**config.mk**
```make
export PLATFORM = sky130hd
export DESIGN_NAME = seg_msg_scanner
export DESIGN_NICKNAME = d
export VERILOG_FILES = /design/src/rtl/seg_msg_scanner.sv
export SDC_FILE = /design/constraint.sdc
export NUM_CORES = 1
export LEC_CHECK = 0
export CAP_MARGIN = 5
export CORE_ASPECT_RATIO = 1.2
export CORE_MARGIN = 2
export CORE_UTILIZATION = 50
export DETAILED_ROUTE_END_ITERATION = 7
export PLACE_DENSITY = 0.73
export SLEW_MARGIN = 5
export SYNTH_ARGS = -nofsm -noshare
export SYNTH_HDL_FRONTEND = slang
export SYNTH_SLANG_ARGS = --single-unit
```
**constraint.sdc**
```tcl
create_clock -name CLK -period 2.3 [get_ports CLK]
set_input_delay 0.46 -clock CLK [delete_from_list [all_inputs] [get_ports CLK]]
set_output_delay 0.46 -clock CLK [all_outputs]
set_load 0.02 [all_outputs]
```
**src/rtl/seg_msg_scanner.sv**
```systemverilog
// Multiplexed 7-segment status-word scanner for the coffee-machine front panel.
//
// A 4-character word is chosen by fixed priority from the lamp-test, sensor, validation and
// drink-selection inputs. It is latched once per scan frame, so a frame is never torn, and then
// time-multiplexed across NUM_DIGITS common digits. Digit 0 is rightmost, and digits 4 and up
// are blank.
//
// Optional feature: define DISP_BLINK_EN to make error words (ERSR/ERSP/ERSN/ERDI) blink with a
// half-period of BLINK_FRAMES frames. When it is undefined, error words are steady.
//
// Ports:
//   CLK          system clock, rising edge
//   RST          synchronous active-high reset
//   S[3:0]       drink selection (lowest set bit wins)
//   SR, SP, SN   sensor error flags
//   VL           money-validation error
//   M            lamp test (all segments on)
//   seg[6:0]     active-high segments, seg[6]=a .. seg[0]=g
//   an           one-hot active-high digit enable
//   frame_start  one-cycle pulse on the first cycle of digit 0 of each frame
module seg_msg_scanner #(
    parameter int unsigned NUM_DIGITS   = 4,
    parameter int unsigned SCAN_DIV     = 1000,
    parameter int unsigned BLINK_FRAMES = 64
) (
    input  logic                  CLK,
    input  logic                  RST,
    input  logic [3:0]            S,
    input  logic                  SR,
    input  logic                  SP,
    input  logic                  SN,
    input  logic                  VL,
    input  logic                  M,
    output logic [6:0]            seg,
    output logic [NUM_DIGITS-1:0] an,
    output logic                  frame_start
);

    localparam int unsigned IdxW = (NUM_DIGITS > 1) ? $clog2(NUM_DIGITS) : 1;
    localparam int unsigned PreW = $clog2(SCAN_DIV);

    // Character codes. A word packs character i at bits [4*i +: 4], with character 0 rightmost.
    localparam logic [3:0] Ch0 = 4'd0,  Ch1 = 4'd1,  Ch2 = 4'd2,  Ch5 = 4'd3;
    localparam logic [3:0] Ch8 = 4'd4,  ChC = 4'd5,  ChE = 4'd6,  ChL = 4'd7;
    localparam logic [3:0] ChP = 4'd8,  ChR = 4'd9,  ChS = 4'd10, ChN = 4'd11;
    localparam logic [3:0] ChD = 4'd12, ChI = 4'd13, ChDash = 4'd14, ChBlank = 4'd15;

    localparam logic [15:0] WordIdle = {ChDash, ChDash, ChDash, ChDash};
    localparam logic [15:0] WordErsr = {ChE, ChR, ChS, ChR};
    localparam logic [15:0] WordErsp = {ChE, ChR, ChS, ChP};
    localparam logic [15:0] WordErsn = {ChE, ChR, ChS, ChN};
    localparam logic [15:0] WordErdi = {ChE, ChR, ChD, ChI};

    function automatic logic [6:0] glyph(input logic [3:0] c);
        logic [6:0] g;
        case (c)
            Ch0:     g = 7'b1111110;
            Ch1:     g = 7'b0110000;
            Ch2:     g = 7'b1101101;
            Ch5:     g = 7'b1011011;
            Ch8:     g = 7'b1111111;
            ChC:     g = 7'b1001110;
            ChE:     g = 7'b1001111;
            ChL:     g = 7'b0001110;
            ChP:     g = 7'b1100111;
            ChR:     g = 7'b0000101;
            ChS:     g = 7'b1011011;
            ChN:     g = 7'b0010101;
            ChD:     g = 7'b0111101;
            ChI:     g = 7'b0110000;
            ChDash:  g = 7'b0000001;
            default: g = 7'b0000000;
        endcase
        return g;
    endfunction

    logic [PreW-1:0]       presc_q, presc_d;
    logic [IdxW-1:0]       idx_q, idx_d;
    logic [15:0]           msg_q, msg_d;
    logic                  wrapped_q, wrapped_d;
    logic [6:0]            seg_q, seg_d;
    logic [NUM_DIGITS-1:0] an_q, an_d;
    logic                  fs_q;
    logic [15:0]           sel_word;
    logic                  slot_end, frame_wrap, blank_now;
    logic [3:0]            idx_w;
    logic [3:0]            cur_char;

    // Priority word selection.
    always_comb begin
        sel_word = WordIdle;
        if (M)         sel_word = {Ch8, Ch8, Ch8, Ch8};
        else if (SR)   sel_word = WordErsr;
        else if (SP)   sel_word = WordErsp;
        else if (SN)   sel_word = WordErsn;
        else if (VL)   sel_word = WordErdi;
        else if (S[0]) sel_word = {ChC, ChE, Ch0, Ch1};
        else if (S[1]) sel_word = {ChC, ChL, Ch0, Ch2};
        else if (S[2]) sel_word = {ChC, ChC, Ch0, Ch5};
        else if (S[3]) sel_word = {ChC, ChP, Ch1, Ch0};
    end

    // Prescaler, digit index and frame latch.
    always_comb begin
        slot_end   = (presc_q == PreW'(SCAN_DIV - 1));
        frame_wrap = slot_end && (idx_q == IdxW'(NUM_DIGITS - 1));
        presc_d    = slot_end ? '0 : presc_q + 1'b1;
        idx_d      = idx_q;
        if (slot_end) idx_d = frame_wrap ? '0 : idx_q + 1'b1;
        msg_d      = frame_wrap ? sel_word : msg_q;
        // frame_start is output one cycle after the wrap, alongside the first glyph of the word.
        wrapped_d  = frame_wrap;
    end

`ifdef DISP_BLINK_EN
    localparam int unsigned BlkW = (BLINK_FRAMES > 1) ? $clog2(BLINK_FRAMES) : 1;

    function automatic logic is_err(input logic [15:0] w);
        return (w == WordErsr) || (w == WordErsp) || (w == WordErsn) || (w == WordErdi);
    endfunction

    logic [BlkW-1:0] cnt_q, cnt_d;
    logic            lit_q, lit_d;

    // A class change restarts the blink, so a fresh error always starts lit.
    always_comb begin
        cnt_d = cnt_q;
        lit_d = lit_q;
        if (frame_wrap) begin
            if (is_err(sel_word) != is_err(msg_q)) begin
                cnt_d = '0;
                lit_d = 1'b1;
            end else if (is_err(sel_word)) begin
                if (32'(cnt_q) + 32'd1 >= BLINK_FRAMES) begin
                    cnt_d = '0;
                    lit_d = ~lit_q;
                end else begin
                    cnt_d = cnt_q + 1'b1;
                end
            end
        end
        blank_now = ~lit_q;
    end

    always_ff @(posedge CLK) begin
        if (RST) begin
            cnt_q <= '0;
            lit_q <= 1'b1;
        end else begin
            cnt_q <= cnt_d;
            lit_q <= lit_d;
        end
    end
`else
    logic unused_blink_cfg;
    assign unused_blink_cfg = (BLINK_FRAMES == 0);
    assign blank_now        = 1'b0;
`endif

    // Output stage: render the current index and latched word for the next cycle.
    always_comb begin
        idx_w    = 4'(idx_q);
        cur_char = (idx_w < 4'd4) ? msg_q[{idx_w[1:0], 2'b00} +: 4] : ChBlank;
        seg_d    = blank_now ? 7'b0000000 : glyph(cur_char);
        an_d     = NUM_DIGITS'(1) << idx_q;
    end

    always_ff @(posedge CLK) begin
        if (RST) begin
            presc_q   <= '0;
            idx_q     <= '0;
            msg_q     <= WordIdle;
            wrapped_q <= 1'b0;
            seg_q     <= 7'b0000001;
            an_q      <= NUM_DIGITS'(1);
            fs_q      <= 1'b0;
        end else begin
            presc_q   <= presc_d;
            idx_q     <= idx_d;
            msg_q     <= msg_d;
            wrapped_q <= wrapped_d;
            seg_q     <= seg_d;
            an_q      <= an_d;
            fs_q      <= wrapped_q;
        end
    end

    assign seg         = seg_q;
    assign an          = an_q;
    assign frame_start = fs_q;

endmodule
```
==> results.sh <==
export IMPL_clkTransAtPathRegs_ns=0.07
export IMPL_fin_crit_sh=0.807
export IMPL_vias_per_cell=5.76
export IMPL_n_fill_cell=288
export IMPL_slowest_delay_ns=0.59
export IMPL_top_layer_used="met4"
export IMPL_worst_pin_slew_ns=0.361
export IMPL_cp_end_kind="register"
export IMPL_clk_latency_ns=0.28
export IMPL_met3_wirelength_microns=207
export IMPL_power_frac_comb=0.046
export IMPL_cpMaxStageDelayCell="or4_1"
export IMPL_rows=23
export IMPL_wl_per_cell_microns=13.3
export IMPL_async_flop_share=0
export IMPL_cts_tree="yes"
export IMPL_layout_drive_gt1_share=0.0987
export IMPL_yosys_top_cells_area="dfxtp_1, nor2_1, ha_1"
export IMPL_grt_usage=0.180
export IMPL_synthToLayoutAreaGrowth_pct=20.7
export IMPL_avgSynthCellArea_sq_um=8.90
export IMPL_rsz0062_at_grt="no"
export IMPL_worstSetupStartpointType="input port"
export IMPL_grt_overflow_total=0
export IMPL_met2WireLength_microns=1750
export IMPL_setup_viol=0
export IMPL_dr_pass1_iters=4
export IMPL_synth_top_area_frac=0.420
export IMPL_cts_sinks=37
export IMPL_power_switching_uw=260
export IMPL_power_density_mw_per_mm2=604
export IMPL_cts_made_buffers=5
export IMPL_ctsLongestPathBuffers=2
export IMPL_io_buffers=22
export IMPL_r2r_slack_ns=0.47
export IMPL_synth_top_area_cell="dfxtp_1"
export IMPL_ys_seq_area_frac=0.420
export IMPL_min_path_type="reg2reg"
export IMPL_grt_start_max_net_pins=14
export IMPL_yosysWarnings=0
export IMPL_m1WireLength_microns=1430
export IMPL_outcome="complete, no violations"
export IMPL_cts_resized=0
export IMPL_power_share_sequential=0.505
export IMPL_grt_pass1_wl_microns=5760
export IMPL_worstPathCellList="clkdlybuf4s50_1, or4_1, nor2_1, o311ai_0, nand3_1"
export IMPL_holdBufCountCts=0
export IMPL_p_int_mw=1.02
export IMPL_synth_fp_nets=216
export IMPL_dpl_worst_slack_ns=0.190
export IMPL_synth_seq_cells=37
export IMPL_critical_path_class="in2reg"
export IMPL_drtIter0Drc=47
export IMPL_die_h_microns=69.0
export IMPL_swShare=0.202
export IMPL_post_route_drc_count=0
export IMPL_cp_data_arrival_time_ns=2.08
export IMPL_wl_microns=3460
export IMPL_die_area_sq_mm=0.00402
export IMPL_antenna_cells=0
export IMPL_fin_total_pwr_mw=1.28
export IMPL_finClkSkew_ns=0.00284
export IMPL_postCtsSetupRepairBufs=0
export IMPL_hold_viol=0
export IMPL_slew_viol_final=0
export IMPL_grt_pass1_vias=1447
export IMPL_path_delay_family="simple AND/OR/NAND/NOR gates"
export IMPL_synth_top_flop_cell="dfxtp_1"
export IMPL_final_setup_tns_ns=0
export IMPL_via_count=1498
export IMPL_vdd_ir_drop_max_uv=435
export IMPL_antenna_found_initial=0
export IMPL_synth_area_sq_mm=0.00176
export IMPL_period_minus_slack_ns=1.86
export IMPL_multi_input_area_sq_um=925
export IMPL_worst_path_buf_inv=1
export IMPL_p_leak_nw=0.830
export IMPL_initial_utilization=0.524
export IMPL_fmax_mhz=539
export IMPL_top_level_ports=23
export IMPL_fin_nets=240
export IMPL_gp_congestion=0.848
export IMPL_cts_htree_levels=2
export IMPL_slew_limit_headroom=0.759
export IMPL_fin_ws_ns=0.443
export IMPL_die_width_microns=58.2
export IMPL_synthCells=198
export IMPL_crit_required_ns=2.53
export IMPL_ys_types=48
export IMPL_drv_cap=0
export IMPL_drtAntennaViolNets=0
export IMPL_dpl_hpwl_microns=2590
export IMPL_cp_max_fo=6
export IMPL_p_clk_frac=0.449
export IMPL_seqCellArea_sq_um=741
export IMPL_synth_edf_count=0
export IMPL_core_sq_mm=0.00337
export IMPL_cts_root_buf="clkbuf_8"
power groups by stage:
stage	registers [mW]	logic (mW)	clock network, mW
3_5_place_dp	0.664	0.0582	0
6_report	0.649	0.0587	0.576
2_1_floorplan	0.663	0.0284	0
3_3_place_gp	0.663	0.0560	0
5_1_grt	0.650	0.0632	0.615
4_1_cts	0.649	0.0584	0.589
state kept, by name, summed over array words and instances, names as in the netlist:
register and cells:
idx_q 2, frame_start 1, msg_q 12, wrapped_q 1, an 4, presc_q 10, seg 7
logic make-up after synthesis:
group | synth area share
AND/OR/NAND/NOR | 0.226
AO/OA/AOI/OAI | 0.154
flip-flops | 0.420
buffers and inverters | 0.0554
XOR/XNOR | 0.0447
adder cells (fa/ha/maj) | 0.0497
multiplexers | 0.0504
final timing paths:
path	end	from	cells after the start
worst max register to register	seg[6]$_SDFF_PP0_	idx_q[1]$_SDFFE_PP0P_	5
worst max-delay path	msg_q[9]$_SDFFE_PP1P_	VL	5
worst min-delay path	frame_start$_SDFF_PP0_	wrapped_q$_SDFF_PP0_	1
worst min register to register	frame_start$_SDFF_PP0_	wrapped_q$_SDFF_PP0_	1
per-stage QoR:
step,instances,util,cell area [sq um],hold WS [ns]
finish,260,0.632,2130,0.439
detailed placement,252,0.596,2010,0.426
floorplan,198,-,1760,0.414
CTS,260,0.632,2130,0.443
global placement,252,0.596,2010,0.427
global route,260,0.632,2130,0.465
metal layers:
metal | vias up | global-route usage
met2 | 58 | 0.322
met5 | - | 0
met3 | 8 | 0.0413
met1 | 684 | 0.190
li1 | 748 | -
met4 | 0 | 0.0879
layout by cell type, fill, tap and decap left out, drive strengths merged, types with 3 or more instances in the layout:
cell           synthesis  final
inv                   10     10
and3                   4      4
a211oi                 3      3
nor2                  26     26
nand2                 13     13
a21o                   4      4
a21oi                 11     11
dfxtp                 37     37
buf                    5      5
o21ai                  7      7
nor4                   3      3
nand3                  9      9
ha                     7      7
clkdlybuf4s50          1     22
nor3                   9      9
xnor2                  7      7
nand4                  3      3
mux2i                  4      4
clkbuf                 4      6
cell type report:
class | count | area share
Timing Repair Buffer | 27 | 0.121
Multi-Input combinational cell | 141 | 0.435
Inverter | 10 | 0.0176
Clock inverter | 2 | 0.0176
Tap cell | 37 | 0.0218
Sequential cell | 37 | 0.348
Clock buffer | 6 | 0.0388
cells in the mapped netlist (all sizes together) (3+ instances only):
| master | number |
|---|---|
| ha | 7 |
| nor2 | 26 |
| mux2i | 4 |
| clkbuf | 4 |
| buf | 5 |
| o21ai | 7 |
| a211oi | 3 |
| inv | 10 |
| a21o | 4 |
| nor3 | 9 |
| and3 | 4 |
| nand3 | 9 |
| xnor2 | 7 |
| nand4 | 3 |
| nor4 | 3 |
| dfxtp | 37 |
| nand2 | 13 |
| a21oi | 11 |
Power figures use the tool's default switching activity.
==> variant (same flow settings) <==
Register the output `an` once more, with the module's reset; this adds one clock of latency there. The other outputs are not delayed to match.
--- a/src/rtl/seg_msg_scanner.sv
+++ b/src/rtl/seg_msg_scanner.sv
@@ -188,3 +188,9 @@
     assign seg         = seg_q;
-    assign an          = an_q;
+    always_ff @(posedge CLK) begin
+        if (RST) begin
+            an <= '0;
+        end else begin
+            an <= an_q;
+        end
+    end
     assign frame_start = fs_q;
Behaviour: not the same (Yosys sat finds a counterexample within 4 cycles, from zero or initial values and one cycle with RST high).
==> variant against the unedited design <==
  * Area after synthesis up 3.5%
  * Utilization down 2.4 points
  * Synthesized cell count up 2.5%
  * Sequential cell count up 4
  * Count of clock-buffer cells in the layout unchanged
  * Combinational power up 7.8%
  * Total power down 5.0%
  * Via count about the same
  * First-iteration DRC count down 57%
  * Setup slack worse by 0.18 ns
  * Hold slack worse by 0.0027 ns
  * Routed wire length up 1.4%
  * Sequential power up 11%
  * Final area up 2.2%
  * Critical endpoint unchanged
  * Largest cell class unchanged
==> variant: results (changes against the unedited design) <==
Routing
  – Final WL: 3500 um (+1.4%)
  – Met3 WL post-DR: 107 um (-48%)
  – Vias per cell: 5.63 (-2.3%)
  – Drt initial violations: 20 (-57%)
  – Metal2 WL: 1840 um (+5.2%)
  – M1 WL: 1470 um (+2.7%)

GRT
  – Largest net degree at the start of global routing: 20 (+6)
  – Global-route met3 utilization: 4.44% (+0.32 points)
  – Met1 usage: 20.1% (+1.1 points)
  – Global Route Usage Sum: 18.6% (+0.67 points)
  – Routing usage on met2: 32.5% (+0.27 points)
  – First-pass GRT wire length: 5840 um (+1.4%)
  – Vias in the first global route: 1396 (-3.5%)

Synth
  – Syn nets: 221 (+2.3%)
  – Cells after synthesis: 203 (+2.5%)
  – Part of the Yosys area used for sequential elements: 45.0% (+2.9 points)
  – Yosys cell types: 43 (-10%)
  – Top cells by count, synth: 41 x dfxtp_1, 21 x nor2_1, 17 x nand2_1
  – Ranking of synthesized cells by area: dfxtp_1 45%, ha_1 4.8%, nor2_1 4.3%

STA
  – Worst-Margin Slew: 0.520 ns (+0.159 ns)
  – Slew Viols, Final: 0 (unchanged)
  – Layout Skew: 0.00361 ns (+0.000774 ns)

Setup path
  – Critical Path Max Stage Delay: 0.63 ns (+0.04 ns)
  – Worst Path Arrival: 2.28 ns (+0.20 ns)
  – CP max-delay cell: or4_1
  – Crit path max fanout: 19 (+13)

Final layout
  – Layout cell share with drive strength beyond 1: 6.61% (-3.3 points)
  – Final nets: 245 (+2.1%)
  – Final cell count without fillers: 266 (+2.3%)

Clock network
  – Cts repair resizes: 0 (unchanged)
  – CTS H-Tree Depth: 2 (unchanged)

Power and ir drop
  – Internal power: 0.000954 W (-6.9%)
  – Maximum vdd drop: 364 uV (-16%)
  – Leakage: 0.862 nW (+3.9%)

Placement
  – Detailed Place HPWL: 2650 um (+2.1%)
  – Setup slack at placement: 0.144 ns (-0.0462 ns)
  – Placed Cells: 259 (+2.8%)
  – Routability cong.: 0.877 (+3.3%)

Run status
  – Outcome: finished, final reports clean
==> variant: layout make-up <==
class / instances / area (um^2)
Clock buffer: 6 / 72.6
Clock inverter: 1 / 8.76
Fill cell: 301 / 1400
Inverter: 7 / 26.3
Sequential cell: 41 / 821
Multi-Input combinational cell: 145 / 938
Timing Repair Buffer: 27 / 258
Tap cell: 39 / 48.8
==> variant: worst paths after layout <==
path / startpoint / endpoint / slack, ns / depth (start not counted)
max reg2reg: idx_q[1] / msg_q[9] / 0.26 / 6
max: idx_q[1] / msg_q[9] / 0.26 / 6
min reg2reg: an_q[0] / an[0] / 0.44 / 1
min: an_q[0] / an[0] / 0.44 / 1
==> variant: per-stage QoR <==
stage | hold WS (ns) | power [W] | cell area [um^2]
finish | 0.436 | 0.00122 | 2170
global route | 0.461 | 0.00127 | 2170
CTS | 0.438 | 0.00123 | 2170
detailed placement | 0.420 | 0.000798 | 2090
global placement | 0.417 | 0.000796 | 2090
floorplan | 0.414 | 0.000763 | 1830
==> variant: power groups by stage <==
stage | registers, W | logic (W) | clock network [W]
5_1_grt | 0.000719 | 0.0000703 | 0.000476
6_report | 0.000719 | 0.0000633 | 0.000438
3_3_place_gp | 0.000735 | 0.0000613 | 0
3_5_place_dp | 0.000735 | 0.0000634 | 0
4_1_cts | 0.000718 | 0.0000637 | 0.000453
2_1_floorplan | 0.000735 | 0.0000274 | 0
==> variant: cells by family (layout without fill, tap and decap cells) <==
family | count (synthesis) | after routing | synth area share (%)
AND/OR/NAND/NOR | 85 | 85 | 23.9
flip-flops | 41 | 41 | 45.0
buffers and inverters | 17 | 41 | 3.63
XOR/XNOR | 9 | 9 | 4.32
multiplexers | 4 | 4 | 3.56
AO/OA/AOI/OAI | 40 | 40 | 14.8
adder cells (fa/ha/maj) | 7 | 7 | 4.80
